`config.mk`:
```
export PLATFORM = sky130hd
export DESIGN_NAME = nes_scaler_timing
export DESIGN_NICKNAME = d
export VERILOG_FILES = /design/src/rtl/nes_video_pkg.sv /design/src/rtl/nes_axis_scaler.sv /design/src/rtl/nes_scaler_timing.sv
export SDC_FILE = /design/constraint.sdc
export NUM_CORES = 1
export LEC_CHECK = 0
export ABC_CLOCK_PERIOD_IN_PS = 6810
export CORE_MARGIN = 2
export CORE_UTILIZATION = 58
export CTS_CLUSTER_DIAMETER = 150
export DETAILED_ROUTE_END_ITERATION = 12
export PLACE_DENSITY_LB_ADDON = 0.12
export SETUP_SLACK_MARGIN = 0.02
export SLEW_MARGIN = 20
export SYNTH_ARGS = -nofsm -noshare
export SYNTH_HDL_FRONTEND = slang
export SYNTH_HIERARCHICAL = 1
export SYNTH_SLANG_ARGS = --single-unit
```
`constraint.sdc`:
```
create_clock -name clk_pixel -period 6.81 [get_ports clk_pixel]
set_input_delay 1.362 -clock clk_pixel [delete_from_list [all_inputs] [get_ports clk_pixel]]
set_output_delay 1.362 -clock clk_pixel [all_outputs]
set_load 0.02 [all_outputs]
```
`src/rtl/nes_video_pkg.sv`:
```
// Shared video timing constants, NES source geometry and helpers for the
// scaler/timing output stage.
package nes_video_pkg;

   localparam int H_ACTIVE_1080 = 1920;
   localparam int H_FP_1080     = 88;
   localparam int H_SYNC_1080   = 44;
   localparam int H_BP_1080     = 148;
   localparam int V_ACTIVE_1080 = 1080;
   localparam int V_FP_1080     = 4;
   localparam int V_SYNC_1080   = 5;
   localparam int V_BP_1080     = 36;

   localparam int H_ACTIVE_720  = 1280;
   localparam int H_FP_720      = 110;
   localparam int H_SYNC_720    = 40;
   localparam int H_BP_720      = 220;
   localparam int V_ACTIVE_720  = 720;
   localparam int V_FP_720      = 5;
   localparam int V_SYNC_720    = 5;
   localparam int V_BP_720      = 20;

   localparam int NES_SRC_W = 256;
   localparam int NES_SRC_H = 240;

   // Sideband flags that travel alongside a framebuffer read.
   typedef struct packed {
      logic de;
      logic hsync;
      logic vsync;
      logic win;
      logic dim;
      logic fstart;
      logic lstart;
   } vid_flags_t;

   function automatic int center_off(input int active, input int src, input int scale);
      return (active - src * scale) / 2;
   endfunction

   function automatic int bits_for(input int n);
      return (n > 1) ? $clog2(n) : 1;
   endfunction

endpackage

```
`src/rtl/nes_axis_scaler.sv`:
```
// One axis of the upscaler: tracks the sub-pixel phase and source coordinate
// for a position counter without using a divider.
module nes_axis_scaler
   import nes_video_pkg::*;
#(
   parameter int OFF   = 0,
   parameter int SRC   = 256,
   parameter int SCALE = 4,
   parameter int TOTAL = 2200
) (
   input  logic                          clk,
   input  logic                          rst_n,
   input  logic [bits_for(TOTAL)-1:0]    pos,
   input  logic                          step,
   input  logic                          wrap,
   output logic [bits_for(SRC)-1:0]      coord,
   output logic [bits_for(SCALE)-1:0]    sub,
   output logic                          in_win
);

   localparam int PW      = bits_for(TOTAL);
   localparam int CW      = bits_for(SRC);
   localparam int SW      = bits_for(SCALE);
   localparam int WIN_END = OFF + SRC * SCALE;
   localparam int CLR_POS = (OFF > 0) ? OFF - 1 : TOTAL - 1;

   logic lo_ok;
   logic clear;

   if (OFF == 0) begin : g_lo_zero
      assign lo_ok = 1'b1;
   end else begin : g_lo_cmp
      assign lo_ok = (pos >= PW'(OFF));
   end

   assign in_win = lo_ok && (pos < PW'(WIN_END));

   // Clearing on the axis wrap as well leaves no stale phase from a previous line/frame.
   assign clear = step && (wrap || (pos == PW'(CLR_POS)));

   // NOTE: state registers use non-blocking assignments so every flop samples pre-edge values.
   always_ff @(posedge clk or negedge rst_n) begin
      if (!rst_n) begin
         sub   <= '0;
         coord <= '0;
      end else if (clear) begin
         sub   <= '0;
         coord <= '0;
      end else if (step && in_win) begin
         if (sub == SW'(SCALE - 1)) begin
            sub   <= '0;
            coord <= coord + CW'(1);
         end else begin
            sub <= sub + SW'(1);
         end
      end
   end

endmodule

```
`src/rtl/nes_scaler_timing.sv`:
```
// Pixel-clock video timing generator with integer upscaling of a framebuffer,
// centred with a border colour; sideband is delay-matched to the read latency.
module nes_scaler_timing
   import nes_video_pkg::*;
#(
   parameter int H_ACTIVE = H_ACTIVE_1080,
   parameter int H_FP     = H_FP_1080,
   parameter int H_SYNC   = H_SYNC_1080,
   parameter int H_BP     = H_BP_1080,
   parameter int V_ACTIVE = V_ACTIVE_1080,
   parameter int V_FP     = V_FP_1080,
   parameter int V_SYNC   = V_SYNC_1080,
   parameter int V_BP     = V_BP_1080,
   parameter int SRC_W    = NES_SRC_W,
   parameter int SRC_H    = NES_SRC_H,
   parameter int SCALE    = 4,
   parameter int RD_LAT   = 1,
   parameter bit HS_POL   = 1'b1,
   parameter bit VS_POL   = 1'b1,
   parameter int PIX_W    = 6
) (
   input  logic                                          clk_pixel,
   input  logic                                          rst_pixel_n,
   input  logic [PIX_W-1:0]                              border_idx,
   input  logic                                          dim_en,
   output logic                                          fb_rd_en,
   output logic [bits_for(SRC_H)+bits_for(SRC_W)-1:0]    fb_raddr,
   input  logic [PIX_W-1:0]                              fb_rdata,
   output logic [PIX_W-1:0]                              pix_idx,
   output logic                                          pix_win,
   output logic                                          dim,
   output logic                                          de,
   output logic                                          hsync,
   output logic                                          vsync,
   output logic                                          frame_start,
   output logic                                          line_start
);

   localparam int H_TOTAL  = H_ACTIVE + H_FP + H_SYNC + H_BP;
   localparam int V_TOTAL  = V_ACTIVE + V_FP + V_SYNC + V_BP;
   localparam int X_OFF    = center_off(H_ACTIVE, SRC_W, SCALE);
   localparam int Y_OFF    = center_off(V_ACTIVE, SRC_H, SCALE);
   localparam int HS_START = H_ACTIVE + H_FP;
   localparam int HS_END   = HS_START + H_SYNC;
   localparam int VS_START = V_ACTIVE + V_FP;
   localparam int VS_END   = VS_START + V_SYNC;
   localparam int XW       = bits_for(H_TOTAL);
   localparam int YW       = bits_for(V_TOTAL);
   localparam int FXW      = bits_for(SRC_W);
   localparam int FYW      = bits_for(SRC_H);
   localparam int SUBW     = bits_for(SCALE);
   localparam bit DIM_OK   = (SCALE >= 2);

   localparam vid_flags_t FLAGS_RST = '{
      de: 1'b0, hsync: ~HS_POL, vsync: ~VS_POL, win: 1'b0,
      dim: 1'b0, fstart: 1'b0, lstart: 1'b0
   };

   if (SRC_W * SCALE > H_ACTIVE || SRC_H * SCALE > V_ACTIVE) begin : g_bad_window
      $error("nes_scaler_timing: scaled source does not fit the active area");
   end
   if (RD_LAT < 1 || RD_LAT > 4 || SCALE < 1) begin : g_bad_lat
      $error("nes_scaler_timing: RD_LAT must be 1..4 and SCALE at least 1");
   end

   logic [XW-1:0]   sx;
   logic [YW-1:0]   sy;
   logic            line_wrap;
   logic            frame_wrap;
   logic [FXW-1:0]  fx;
   logic [FYW-1:0]  fy;
   logic [SUBW-1:0] hsub_unused;
   logic [SUBW-1:0] vsub;
   logic            x_win;
   logic            y_win;
   vid_flags_t      s0;
   vid_flags_t      pipe [RD_LAT];

   assign line_wrap  = (sx == XW'(H_TOTAL - 1));
   assign frame_wrap = line_wrap && (sy == YW'(V_TOTAL - 1));

   always_ff @(posedge clk_pixel or negedge rst_pixel_n) begin
      if (!rst_pixel_n) begin
         sx <= '0;
         sy <= '0;
      end else if (line_wrap) begin
         sx <= '0;
         sy <= frame_wrap ? '0 : sy + YW'(1);
      end else begin
         sx <= sx + XW'(1);
      end
   end

   nes_axis_scaler #(
      .OFF   (X_OFF),
      .SRC   (SRC_W),
      .SCALE (SCALE),
      .TOTAL (H_TOTAL)
   ) u_x_axis (
      .clk    (clk_pixel),
      .rst_n  (rst_pixel_n),
      .pos    (sx),
      .step   (1'b1),
      .wrap   (line_wrap),
      .coord  (fx),
      .sub    (hsub_unused),
      .in_win (x_win)
   );

   nes_axis_scaler #(
      .OFF   (Y_OFF),
      .SRC   (SRC_H),
      .SCALE (SCALE),
      .TOTAL (V_TOTAL)
   ) u_y_axis (
      .clk    (clk_pixel),
      .rst_n  (rst_pixel_n),
      .pos    (sy),
      .step   (line_wrap),
      .wrap   (frame_wrap),
      .coord  (fy),
      .sub    (vsub),
      .in_win (y_win)
   );

   always_comb begin
      s0        = '0;
      s0.de     = (sx < XW'(H_ACTIVE)) && (sy < YW'(V_ACTIVE));
      s0.hsync  = ((sx >= XW'(HS_START)) && (sx < XW'(HS_END))) ? HS_POL : ~HS_POL;
      s0.vsync  = ((sy >= YW'(VS_START)) && (sy < YW'(VS_END))) ? VS_POL : ~VS_POL;
      s0.win    = x_win && y_win;
      s0.dim    = s0.win && dim_en && DIM_OK && (vsub == SUBW'(SCALE - 1));
      s0.fstart = (sx == '0) && (sy == '0);
      s0.lstart = (sx == '0);
   end

   // The counters sit at (0,0) during reset, which can be inside the window.
   assign fb_rd_en = s0.win && rst_pixel_n;
   assign fb_raddr = {fy, fx};

   // NOTE: the short delay line is reset so syncs and pulses are clean from the first output edge.
   always_ff @(posedge clk_pixel or negedge rst_pixel_n) begin
      if (!rst_pixel_n) begin
         for (int i = 0; i < RD_LAT; i++) pipe[i] <= FLAGS_RST;
      end else begin
         pipe[0] <= s0;
         for (int i = 1; i < RD_LAT; i++) pipe[i] <= pipe[i-1];
      end
   end

   always_ff @(posedge clk_pixel or negedge rst_pixel_n) begin
      if (!rst_pixel_n) begin
         de          <= 1'b0;
         hsync       <= ~HS_POL;
         vsync       <= ~VS_POL;
         pix_win     <= 1'b0;
         dim         <= 1'b0;
         frame_start <= 1'b0;
         line_start  <= 1'b0;
         pix_idx     <= '0;
      end else begin
         de          <= pipe[RD_LAT-1].de;
         hsync       <= pipe[RD_LAT-1].hsync;
         vsync       <= pipe[RD_LAT-1].vsync;
         pix_win     <= pipe[RD_LAT-1].win;
         dim         <= pipe[RD_LAT-1].dim;
         frame_start <= pipe[RD_LAT-1].fstart;
         line_start  <= pipe[RD_LAT-1].lstart;
         // border_idx is taken live here rather than carried through the delay line.
         pix_idx     <= pipe[RD_LAT-1].win ? fb_rdata : border_idx;
      end
   end

endmodule
```
==> impl_metrics.ini <==
[yosys]
synthTopCellsByArea = dfrtp_1, xnor2_1, ha_1, nor2_1, mux2_2
ys.flop_type = dfrtp_1
synth_largest_area_cell = dfrtp_1
synth_async_sr_flop_share = 1.000
synth_edf_count = 0
synth_seq_cells = 63
netlist_area_mm2 = 0.003143
ys_warn_count = 6
yosysUniqueCellTypes = 59
yosysTopAreaCellShare = 0.5016
synthCells = 284
syn_area_per_cell_um2 = 11.07
seq_area_frac_synth = 0.5016

[route]
wirelength_um = 6066
routedWlPerCell_um = 14.58
vias = 2376
drt_iter0_markers = 155
drt-vias-per-instance = 5.712
drc = 0
drt_pass1_iterations = 4
antenna_left = 0

[timing]
setup_viol = 0
hold_viol_final = 0
post-route-period-util = 0.6273
fin_worst_skew_ns = 0.009584
fmax_mhz = 234.1
worst_pin_slew_ns = 0.8375
max-slew-margin-rel = 0.4406
fin_setup_tns_ns = 0
report.final.slew_viol_count = 0
rsz0062_at_grt = no
period_needed_ns = 4.272

[global_routing]
grt_pass1_wl_um = 10250
grt_pass1_vias = 2181
grt_max_degree = 65
track_usage = 0.2168
grt_antenna_before_repair = 0
grt_overflow = 0

[pwr]
peakVddDrop_mv = 0.1650
leakage_nw = 1.682
p_per_area_mw_per_mm2 = 185.2

[die]
core_area_mm2 = 0.005172
die_w_um = 77.62
die-area_mm2 = 0.006024
io_pins = 45
initial_core_util = 0.6076
die_height_um = 77.62
rows = 26

[clock_tree]
clkTransAtPathRegs_ns = 0.07
numCtsBuffers = 9
post-cts-setup-buffers = 0
hold_buffers = 0
cts_tree = done
htreeDepth = 3
clock_latency_ns = 0.34
clock_path_buffers = 2
ctsResizeCount = 0
root_buffer = clkbuf_8
cts_sinks = 63

[critical_path]
start_kind = primary input
critPathKind = in2out
crit_path_end_kind = output pin
critical_path_peak_fanout = 64
reg2reg_depth = 9
critPathCapture = fb_rd_en
reg2reg_slack_ns = 4.11
worstPathArrival_ns = 2.91
crit_start = rst_pixel_n
required_ns = 5.45
r2r_end = u_y_axis/coord[7]
rr_startpoint = sx[0]

[place]
port_buffers = 44
gp_congestion = 0.8509
hpwl_um = 4193
dpl_cell_area_mm2 = 0.003660

[final_layout]
nNetsFinal = 364
area_delta_synth_final_pct = 22.49
layout-drive-gt1-share = 0.1214
diodes = 0
final_cell_area_mm2 = 0.003850
fin_util = 0.7443

[min_path]
hp-class = reg2reg

[job]
max_cap_violations = 0

[outcome]
outcome = completed
==> stage by stage <==
step	setup WS, ns	instances	total power, mW	hold slack, ns
6_report	2.538	416	0.7131	0.3507
5_1_grt	2.335	416	0.7393	0.3552
4_1_cts	2.477	416	0.7211	0.3528
3_5_place_dp	2.486	400	0.4083	0.3363
3_3_place_gp	2.492	400	0.4081	0.3324
2_1_floorplan	3.833	290	0.3893	0.3312
==> layout make-up <==
type                            instances  area [um^2]
Fill cell                             341         1323
Clock buffer                           12        145.1
Clock inverter                          4        45.04
Timing Repair Buffer                   45        442.9
Tap cell                               70        87.58
Multi-Input combinational cell        214         1518
Inverter                                8        35.03
Sequential cell                        63         1577
==> synth_stat cells (all sizes together) (5+ instances only) <==
| cell | n |
|---|---|
| o31ai | 5 |
| nand2 | 11 |
| nand3 | 13 |
| dfrtp | 63 |
| o21ai | 9 |
| and3 | 8 |
| ha | 8 |
| nor2 | 29 |
| nand4 | 14 |
| mux2 | 10 |
| and4 | 6 |
| a22o | 7 |
| a21oi | 9 |
| a31oi | 5 |
| inv | 7 |
| xnor2 | 12 |
| nor3 | 11 |
| nor4 | 8 |
| xor2 | 7 |
==> sequential cells by signal (all words and copies together), names as in the netlist, 2 cells and up <==
register        count
pipe                7
u_x_axis/coord      8
u_y_axis/coord      8
sx                 12
pix_idx             6
u_x_axis/sub        2
u_y_axis/sub        2
sy                 11
==> cells by family (layout without fill, tap and decap cells) <==
logic type               count (synthesis)  in the layout  synth area share
flip-flops                              63             63            0.5016
AO/OA/AOI/OAI                           47             47            0.1147
multiplexers                            11             11           0.03901
other                                    1              7          0.001193
AND/OR/NAND/NOR                        122            122            0.2361
XOR/XNOR                                19             19           0.05295
adder cells (fa/ha/maj)                  8              8           0.03185
buffers and inverters                   13             69           0.02269
==> worst max-delay path: stages <==
cell and delay, ns:
buf_2 0.08, buf_4 0.59, and3_1 0.24, clkdlybuf4s50_1 0.61
==> routing by layer <==
metal	GRT usage	routed length, um
met5	0	0
met4	0.08571	75
met3	0.05581	342
met2	0.3259	2741
met1	0.3017	2906
==> where the power goes <==
part / total, mW / internal [mW] / switching [mW]
clock: 0.312 / 0.177 / 0.135
sequential: 0.376 / 0.376 / 0.000392
combinational: 0.0246 / 0.0120 / 0.0126
total: 0.713 / 0.565 / 0.148
==> layout by cell type (no fill, tap or decap), types with 5 or more instances in the layout <==
cell type	count
clkbuf_8	10
nor3_1	9
conb_1	7
nand3_1	13
xnor2_1	12
nor2_1	26
and4_1	5
a22o_1	7
dfrtp_1	63
a31oi_1	5
and3_1	7
mux2_2	8
ha_1	8
o21ai_0	8
clkdlybuf4s50_1	43
nor4_1	7
inv_1	7
a21oi_1	9
nand2_1	11
nand4_1	12
xor2_1	7
==> how the worst min path moves through the flow <==
stage	depth (start not counted)	slack (ns)	end	from
after floorplan	0	0.33	de	pipe[6]
after global placement	0	0.33	frame_start	pipe[1]
after detailed placement	0	0.34	de	pipe[6]
after CTS	0	0.35	vsync	pipe[4]
after global routing	0	0.36	vsync	pipe[4]
final	0	0.35	vsync	pipe[4]
No activity file was read; power rests on OpenSTA's default activity.
